## config.mk

```make
export PLATFORM = sky130hd
export DESIGN_NAME = avmm_arbiter_2m
export DESIGN_NICKNAME = d
export VERILOG_FILES = /design/src/rtl/avmm_arb_pkg.sv /design/src/rtl/avmm_arb_rr_pick.sv /design/src/rtl/avmm_arbiter_2m.sv
export SDC_FILE = /design/constraint.sdc
export NUM_CORES = 1
export LEC_CHECK = 0
export ABC_CLOCK_PERIOD_IN_PS = 2300
export CAP_MARGIN = 20
export CORE_MARGIN = 2
export CORE_UTILIZATION = 28
export CTS_CLUSTER_SIZE = 16
export DETAILED_ROUTE_END_ITERATION = 10
export PLACE_DENSITY = 0.83
export SYNTH_ARGS = -nofsm -noshare
export SYNTH_HDL_FRONTEND = slang
export SYNTH_SLANG_ARGS = --single-unit
```

## constraint.sdc

```tcl
create_clock -name clk -period 2.3 [get_ports clk]
set_input_delay 0.575 -clock clk [delete_from_list [all_inputs] [get_ports clk]]
set_output_delay 0.575 -clock clk [all_outputs]
set_load 0.01 [all_outputs]
```

## src/rtl/avmm_arb_pkg.sv

```systemverilog
// Shared types and default constants for the two-master Avalon-MM arbiter.
package avmm_arb_pkg;

  localparam int DEF_AV_ADDRESS_W  = 2;
  localparam int DEF_AV_DATA_W     = 32;
  localparam int DEF_AV_NUMSYMBOLS = 4;
  localparam int DEF_TIMEOUT       = 255;

  typedef enum logic [1:0] {
    IDLE  = 2'd0,
    GNT0  = 2'd1,
    GNT1  = 2'd2,
    ABORT = 2'd3
  } arb_state_e;

  // A zero timeout still needs a 1-bit counter to keep the declarations legal.
  function automatic int cnt_width(input int timeout);
    return (timeout > 0) ? $clog2(timeout + 1) : 1;
  endfunction

endpackage

```

## src/rtl/avmm_arb_rr_pick.sv

```systemverilog
// Two-way round-robin pick: a lone requester wins, a tie goes to the master
// that was not granted last.
module avmm_arb_rr_pick (
  input  logic req0,
  input  logic req1,
  input  logic last_grant,
  output logic gnt_valid,
  output logic gnt_idx
);

  assign gnt_valid = req0 | req1;
  assign gnt_idx   = (req0 & req1) ? ~last_grant : req1;

endmodule

```

## src/rtl/avmm_arbiter_2m.sv

```systemverilog
// Two-master Avalon-MM arbiter with one IDLE cycle between grants and a
// waitrequest timeout that aborts a stuck transfer back to its master.
module avmm_arbiter_2m
  import avmm_arb_pkg::*;
#(
  parameter int AV_ADDRESS_W  = DEF_AV_ADDRESS_W,
  parameter int AV_DATA_W     = DEF_AV_DATA_W,
  parameter int AV_NUMSYMBOLS = DEF_AV_NUMSYMBOLS,
  parameter int TIMEOUT       = DEF_TIMEOUT
) (
  input  logic                     clk,
  input  logic                     rstn,
  input  logic                     m0_read,
  input  logic                     m0_write,
  input  logic [AV_ADDRESS_W-1:0]  m0_address,
  input  logic [AV_NUMSYMBOLS-1:0] m0_byteenable,
  input  logic [AV_DATA_W-1:0]     m0_writedata,
  output logic                     m0_waitrequest,
  output logic [AV_DATA_W-1:0]     m0_readdata,
  input  logic                     m1_read,
  input  logic                     m1_write,
  input  logic [AV_ADDRESS_W-1:0]  m1_address,
  input  logic [AV_NUMSYMBOLS-1:0] m1_byteenable,
  input  logic [AV_DATA_W-1:0]     m1_writedata,
  output logic                     m1_waitrequest,
  output logic [AV_DATA_W-1:0]     m1_readdata,
  output logic                     s_read,
  output logic                     s_write,
  output logic [AV_ADDRESS_W-1:0]  s_address,
  output logic [AV_NUMSYMBOLS-1:0] s_byteenable,
  output logic [AV_DATA_W-1:0]     s_writedata,
  input  logic                     s_waitrequest,
  input  logic [AV_DATA_W-1:0]     s_readdata,
  output logic                     timeout_err,
  input  logic                     timeout_clr
);

  localparam int              CNT_W   = cnt_width(TIMEOUT);
  localparam logic [CNT_W-1:0] CNT_MAX = CNT_W'(TIMEOUT);

  arb_state_e       state_q, state_d;
  logic             last_grant_q, last_grant_d;
  logic [CNT_W-1:0] cnt_q, cnt_d;
  logic             timeout_err_q, timeout_err_d;
  logic             timeout_set;

  logic req0, req1, gnt_req;
  logic gnt_valid, gnt_idx;

  assign req0    = m0_read | m0_write;
  assign req1    = m1_read | m1_write;
  assign gnt_req = (state_q == GNT1) ? req1 : req0;

  avmm_arb_rr_pick u_rr_pick (
    .req0       (req0),
    .req1       (req1),
    .last_grant (last_grant_q),
    .gnt_valid  (gnt_valid),
    .gnt_idx    (gnt_idx)
  );

  // NOTE: every signal written here gets a default first, so no path can
  // leave one unassigned and infer a latch.
  always_comb begin
    state_d      = state_q;
    last_grant_d = last_grant_q;
    cnt_d        = cnt_q;
    timeout_set  = 1'b0;
    case (state_q)
      IDLE: begin
        if (gnt_valid) begin
          state_d      = gnt_idx ? GNT1 : GNT0;
          last_grant_d = gnt_idx;
          cnt_d        = '0;
        end
      end
      GNT0, GNT1: begin
        if (!gnt_req || !s_waitrequest) begin
          state_d = IDLE;
        end else begin
          if (cnt_q != CNT_MAX) cnt_d = cnt_q + 1'b1;
          if ((TIMEOUT != 0) && (cnt_d == CNT_MAX)) begin
            state_d     = ABORT;
            timeout_set = 1'b1;
          end
        end
      end
      ABORT:   state_d = IDLE;
      default: state_d = IDLE;
    endcase
  end

  // A timeout landing on the same edge as a clear keeps the flag set.
  assign timeout_err_d = timeout_set | (timeout_err_q & ~timeout_clr);

  // NOTE: state registers use non-blocking assignments so every flop samples
  // the pre-edge values regardless of process ordering.
  always_ff @(posedge clk or negedge rstn) begin
    if (!rstn) begin
      state_q       <= IDLE;
      last_grant_q  <= 1'b1;
      cnt_q         <= '0;
      timeout_err_q <= 1'b0;
    end else begin
      state_q       <= state_d;
      last_grant_q  <= last_grant_d;
      cnt_q         <= cnt_d;
      timeout_err_q <= timeout_err_d;
    end
  end

  assign timeout_err = timeout_err_q;

  always_comb begin
    s_read         = 1'b0;
    s_write        = 1'b0;
    s_address      = '0;
    s_byteenable   = '0;
    s_writedata    = '0;
    m0_waitrequest = 1'b1;
    m1_waitrequest = 1'b1;
    m0_readdata    = s_readdata;
    m1_readdata    = s_readdata;
    case (state_q)
      GNT0: begin
        s_read         = m0_read;
        s_write        = m0_write;
        s_address      = m0_address;
        s_byteenable   = m0_byteenable;
        s_writedata    = m0_writedata;
        m0_waitrequest = s_waitrequest;
      end
      GNT1: begin
        s_read         = m1_read;
        s_write        = m1_write;
        s_address      = m1_address;
        s_byteenable   = m1_byteenable;
        s_writedata    = m1_writedata;
        m1_waitrequest = s_waitrequest;
      end
      ABORT: begin
        // Release the stuck master with an all-zero read response.
        m0_readdata = '0;
        m1_readdata = '0;
        if (last_grant_q) m1_waitrequest = 1'b0;
        else              m0_waitrequest = 1'b0;
      end
      default: ;
    endcase
  end

endmodule

```

# Word-level counts from Yosys, hierarchy flattened
# Index checks and enable logic that the tools add are counted.
word_totals:
  input_bits: 116
  word_cells: 56
  reg_bits: 12
classes:
  muxes: 26
  reduce_logical: 9
  eq_ne: 8
  bitwise: 8
  add_sub_neg: 1
op_table:
  columns: ["operator", "count"]
  rows:
  - ["one-hot mux 32 bit (2 select lines)", 1]
  - ["2-to-1 mux 8 bit", 5]
  - ["2-to-1 mux 32 bit", 1]
  - ["one-hot mux 8 bit (2 select lines)", 1]
  - ["adder 8 x 1 -> 8 bit (second input constant)", 1]
  - ["== test 8 bit (second input constant)", 1]
  - ["2-to-1 mux 2 bit", 4]
  - ["inequality test 8 bit (second input constant)", 1]
  - ["one-hot mux 1 bit (2 select lines)", 4]
  - ["one-hot mux 4 bit (2 select lines)", 1]
  - ["2-to-1 mux 1 bit", 7]
  - ["one-hot mux 2 bit (3 select lines)", 1]
  - ["== test 2 bit (second input constant)", 2]
  - ["inequality test 2 bit (second input constant)", 2]
  - ["OR 1 bit", 4]
  - ["one-hot mux 2 bit (2 select lines)", 1]
  - ["AND reduction 2 bit", 2]
  - ["inequality test 3 bit (second input constant)", 1]
  - ["AND reduction 3 bit", 1]
  - ["AND 1 bit", 2]
  - ["== test 2 x 1 -> 1 bit (second input constant)", 1]
  - ["zero test 1 bit", 2]
  - ["zero test 2 bit", 1]
  - ["NOT 1 bit", 2]
  - ["3 further kinds", 3]

# Logic depth before layout (Yosys ltp)
depth:
  ltp_word: 11
  depth_mapped: 8
  ltp_nobuf: 7

# Modules after synthesis
# A second synthesis with hierarchy kept.
unflattened:
  hier_cells: 271
  hier_area_um2: 1900.6
modules_own_cells:
  columns: ["mod", "seq_area_each_um2", "cells_each", "n_inst", "area_per_inst_um2"]
  rows:
  - ["avmm_arbiter_2m", 301.5, 269, 1, 1886.8]
  - ["avmm_arb_rr_pick", 0.0, 2, 1, 13.8]

# Worst setup path before layout
# Ideal clock, no wire load.
synth_timing:
  path_type: "register to output"
  startpoint: "register state_q[0]"
  endpoint: "output s_address[1]"
  arrival_ps: 1413
  stages_incl_launch_ff: 7
  path_buffers: 2
  path_slack_ps: 312
  cell_sequence: "dfrtp_1 > inv_1 > ha_1 > buf_2 > buf_1 > a22oi_1 > nor2b_1"
synth_via:
  elab_chain_len: 2
  elab_cells_between_ends: 3
  classes_between: "2 x eq/ne; 1 x mux"
synth_lines:
  columns: ["element", "line", "source"]
  rows:
  - ["start: declaration", "avmm_arbiter_2m.sv:41", "arb_state_e state_q, state_d;"]
  - ["start signal: assignment", "avmm_arbiter_2m.sv:105", "state_q <= state_d;"]
  - ["== test 2 bit or == test 2 x 1 -> 1 bit (tied branches)", "avmm_arbiter_2m.sv:124", "case (state_q)"]
  - ["one-hot mux 2 bit (2 select lines) *", "avmm_arbiter_2m.sv:124", null]
  - ["end: declaration", "avmm_arbiter_2m.sv:29", "output logic [AV_ADDRESS_W-1:0] s_address,"]
# Mark *: on every way between the ends. The rest lies on a longest branch, timed or not.

# Worst setup path in the final report
layout_timing:
  startpoint: "register state_q[0]"
  endpoint: "output s_writedata[27]"
layout_via:
  elab_chain_len: 2
  elab_cells_between_ends: 3
  classes_between: "2 x eq/ne; 1 x mux"
layout_lines:
  columns: ["element", "line", "source"]
  rows:
  - ["== test 2 bit or == test 2 x 1 -> 1 bit (tied branches)", "avmm_arbiter_2m.sv:124", null]
  - ["one-hot mux 32 bit (2 select lines) *", "avmm_arbiter_2m.sv:124", null]
  - ["end: declaration", "avmm_arbiter_2m.sv:31", "output logic [AV_DATA_W-1:0] s_writedata,"]
# Marked as above.

==> metrics.md <==
| Metric | Value |
|---|---|
| Die Wd | 88.64 um |
| Post-synth top area cell | nor2b_1 |
| Area delta synth->final | 108.7% |
| Ys flop type | dfrtp_1 |
| H-tree level count | 1 |
| Worst Path Max Fanout | 12 |
| Core Footprint | 6869 sq um |
| Syn nets | 395 |
| Post-DP Area | 4227 sq um |
| Initial antenna violation count | 0 |
| Hold Path Depth | 2 |
| Final Cell Area | 4185 sq um |
| Peak supply drop | 0.5504 mV |
| R2R Path End | state_q[1] |
| First-pass GRT wire length | 12,760 um |
| CTS tree | done |
| Sequential cell area | 301.5 sq um |
| Fillers | 686 |
| Sink Count | 12 |
| Hold Crit Class | register to register |
| Number of global-route vias before repair | 2,593 |
| Final setup violation count | 6 |
| Post-synth ARST share | 100.0% |
| Die ar. | 7856 sq um |
| Clock transition at path regs | 0.05 ns |
| Worst-Skew Late Latency | 0.25 ns |
| Final hold viol count | 0 |
| Int Pwr | 0.002032 W |
| Top cells by area, synth | nor2b_1 23%, a22oi_1 15%, dfrtp_1 14% |
| DR WL/cell | 16.14 um |
| Flops & latches, synth | 12 |
| EDFF count, synth | 0 |
| Crit-path max cell delay | 0.37 ns |
| Final non-filler cell total | 572 |
| Sw power | 0.001685 W |
| First drt pass iteration count | 4 |
| Worst Hold Launch | timeout_err |
| Post-DRT Antenna Nets | 0 |
| Place WS | -0.1225 ns |
| Top Usage Layer GRT | met2 |
| Net Sw Frac | 45.32% |
| Crit path cell chain | buf_4, buf_4, ha_4, buf_6, a22oi_1, nor2b_1, dlygate4sd2_1 |
| M2 GR Usage | 38.94% |
| Final core utilization | 60.93% |
| Worst path arrival time | 1.74 ns |
| Mean post-synth cell area | 7.347 sq um |
| CP Launch Type | register |
| Clock Path Buffers | 2 |
| Post-Synthesis Cell Area | 2006 sq um |
| TritonCTS buffer count | 3 |
| Final Critical Period | 2.318 ns |
| Cell row count | 30 |
| Starting density of the core | 29.20% |
| Multi-input logic area | 1423 sq um |
| GRT Util Overall | 20.30% |
| Critical path's most frequent cell | buf_4 |
| Seq/Total Area, Yosys | 15.03% |
| Largest net degree at the start of global routing | 36 |
| Slowest CP cell | dfrtp_1 |
| DR DRC count | 0 |
| Vias per inst | 4.848 |
| Rel. slew slack | 61.54% |
| Most numerous cell in the Yosys netlist | nor2b_1 |
| Worst Hold Endpoint | timeout_err |
| Iter 0 DRT Violations | 79 |
| Violated checks | setup timing |
| Worst r2r path cells | 6 |
| Post-synth top cells | 74 x nor2b_1, 41 x a22oi_1, 32 x buf_4 |
| Cell Count Post-Placement | 561 |
| Outcome | complete, but fails checks |
| ANT cells | 0 |
| Achievable frequency | 431.4 MHz |
| Critical Path Sink Type | output port |
| Hold_buf cts | 0 |
| Final wirelength | 9234 um |
| Unrepaired setup endpoints after global routing | true |
| Post-Synthesis Cells | 273 |
| CP Class | register to output port |
| Logic pwr share | 85.7% |
| Final Skew | 0.001982 ns |
| Clk root buf | clkbuf_8 |
| Required @ worst endpoint | 1.73 ns |
| Routability Congestion | 0.8777 |
| Met3 usage | 4.011% |
| Max-Cap Viols | 0 |
| Via count | 2,773 |
| Synth cell types | 43 |
| R2r setup slk | 0.25 ns |
| Period Utilization, post-route | 100.8% |
| Final Worst Setup Slack | -0.01783 ns |
| GRT met1 Usage | 22.85% |
| Power share of the clock group | 5.5% |
| Post-DP HPWL | 7384 um |
| Leakage | 1.812 nW |
| Worst-Margin Slew | 0.5751 ns |
| Num ports | 223 |
| Port Buffers | 222 |
| Slew Viols, Final | 0 |
| Die H | 88.64 um |
| Synth warn | 0 |
| Yosys top cell area share | 23.08% |
| # nets final | 599 |
| Layout cells sized above 1 | 18.28% |
| GRT overflow | 0 |
| Total Power | 0.003717 W |
| Reg2reg start | cnt_q[0] |
| Sequential Power Share | 8.8% |
| Pwr dens | 888.1 nW/um^2 |
per-stage QoR:
stage                     setup TNS [ns]  hold slack, ns
final                           -0.07063          0.5355
after CTS                       -0.04476          0.5321
after global placement            -3.206          0.5160
after floorplan                        0          0.2794
after detailed placement          -4.319          0.5244
after global routing             -0.5166          0.5643
logic make-up (layout without fill, tap and decap cells):
| group | count (synthesis) | after routing | share of synthesized area (%) |
|---|---|---|---|
| adder cells (fa/ha/maj) | 6 | 6 | 3.743 |
| multiplexers | 1 | 1 | 0.4991 |
| flip-flops | 12 | 12 | 15.03 |
| AND/OR/NAND/NOR | 112 | 112 | 32.50 |
| XOR/XNOR | 1 | 1 | 0.4368 |
| buffers and inverters | 59 | 262 | 17.65 |
| AO/OA/AOI/OAI | 82 | 82 | 30.13 |
sequential cells by signal, indices dropped and copies added (netlist names):
signal and flops:
last_grant_q 1, timeout_err 1, cnt_q 8, state_q 2
power by group through the flow:
stage	Clock (W)	Combinational (W)	Sequential, W
after floorplan	0	0.00173	0.000304
after global placement	0	0.00324	0.000330
after detailed placement	0	0.00328	0.000334
after CTS	0.000212	0.00313	0.000323
after global routing	0.000219	0.00343	0.000334
final	0.000206	0.00318	0.000327
timing repair:
action	in CTS	in global routing
hold endpoints to repair	0	0
setup buffers	5	0
resized for setup	145	54
setup endpoints to repair	106	41
gates cloned	0	2
pin swaps	0	0
placed cells by master (no fill, tap or decap), types with 7 or more instances in the layout:
master / count
dfrtp_1: 11
a22oi_1: 34
clkdlybuf4s50_1: 116
clkbuf_2: 33
a22oi_2: 7
a21oi_1: 9
dlygate4sd2_1: 69
nor2_1: 7
o21ai_0: 10
buf_4: 22
nor2b_1: 74
nand2_1: 9
metal layers:
layer	up-vias	wire length, um
li1	1347	-
met1	1280	3436
met2	129	4940
met3	17	669
met4	0	187
met5	-	0
worst max path at each step:
stage / from / to / slack, ns / depth (start not counted)
after floorplan: state_q[0] / s_address[1] / 0.31 / 6
after global placement: m1_writedata[12] / s_writedata[12] / -0.11 / 4
after detailed placement: s_waitrequest / m0_waitrequest / -0.12 / 4
after CTS: state_q[0] / s_writedata[7] / -0.02 / 7
after global routing: state_q[0] / s_writedata[27] / -0.08 / 7
final: state_q[0] / s_writedata[27] / -0.02 / 7
worst max-delay path: cells and delay by family (launching register included):
kind / cells / cell delay, ns
compound gates: 1 / 0.15
flops: 1 / 0.37
buf+inv: 4 / 0.71
simple gates: 1 / 0.06
fa+ha+maj: 1 / 0.19
area by class of cell:
type	count	share of cell area (%)
Timing Repair Buffer	252	54.32
Multi-Input combinational cell	202	33.99
Sequential cell	12	7.205
Tap cell	96	2.870
Clock buffer	4	1.076
Inverter	6	0.5381
Power figures use the tool's default switching activity.
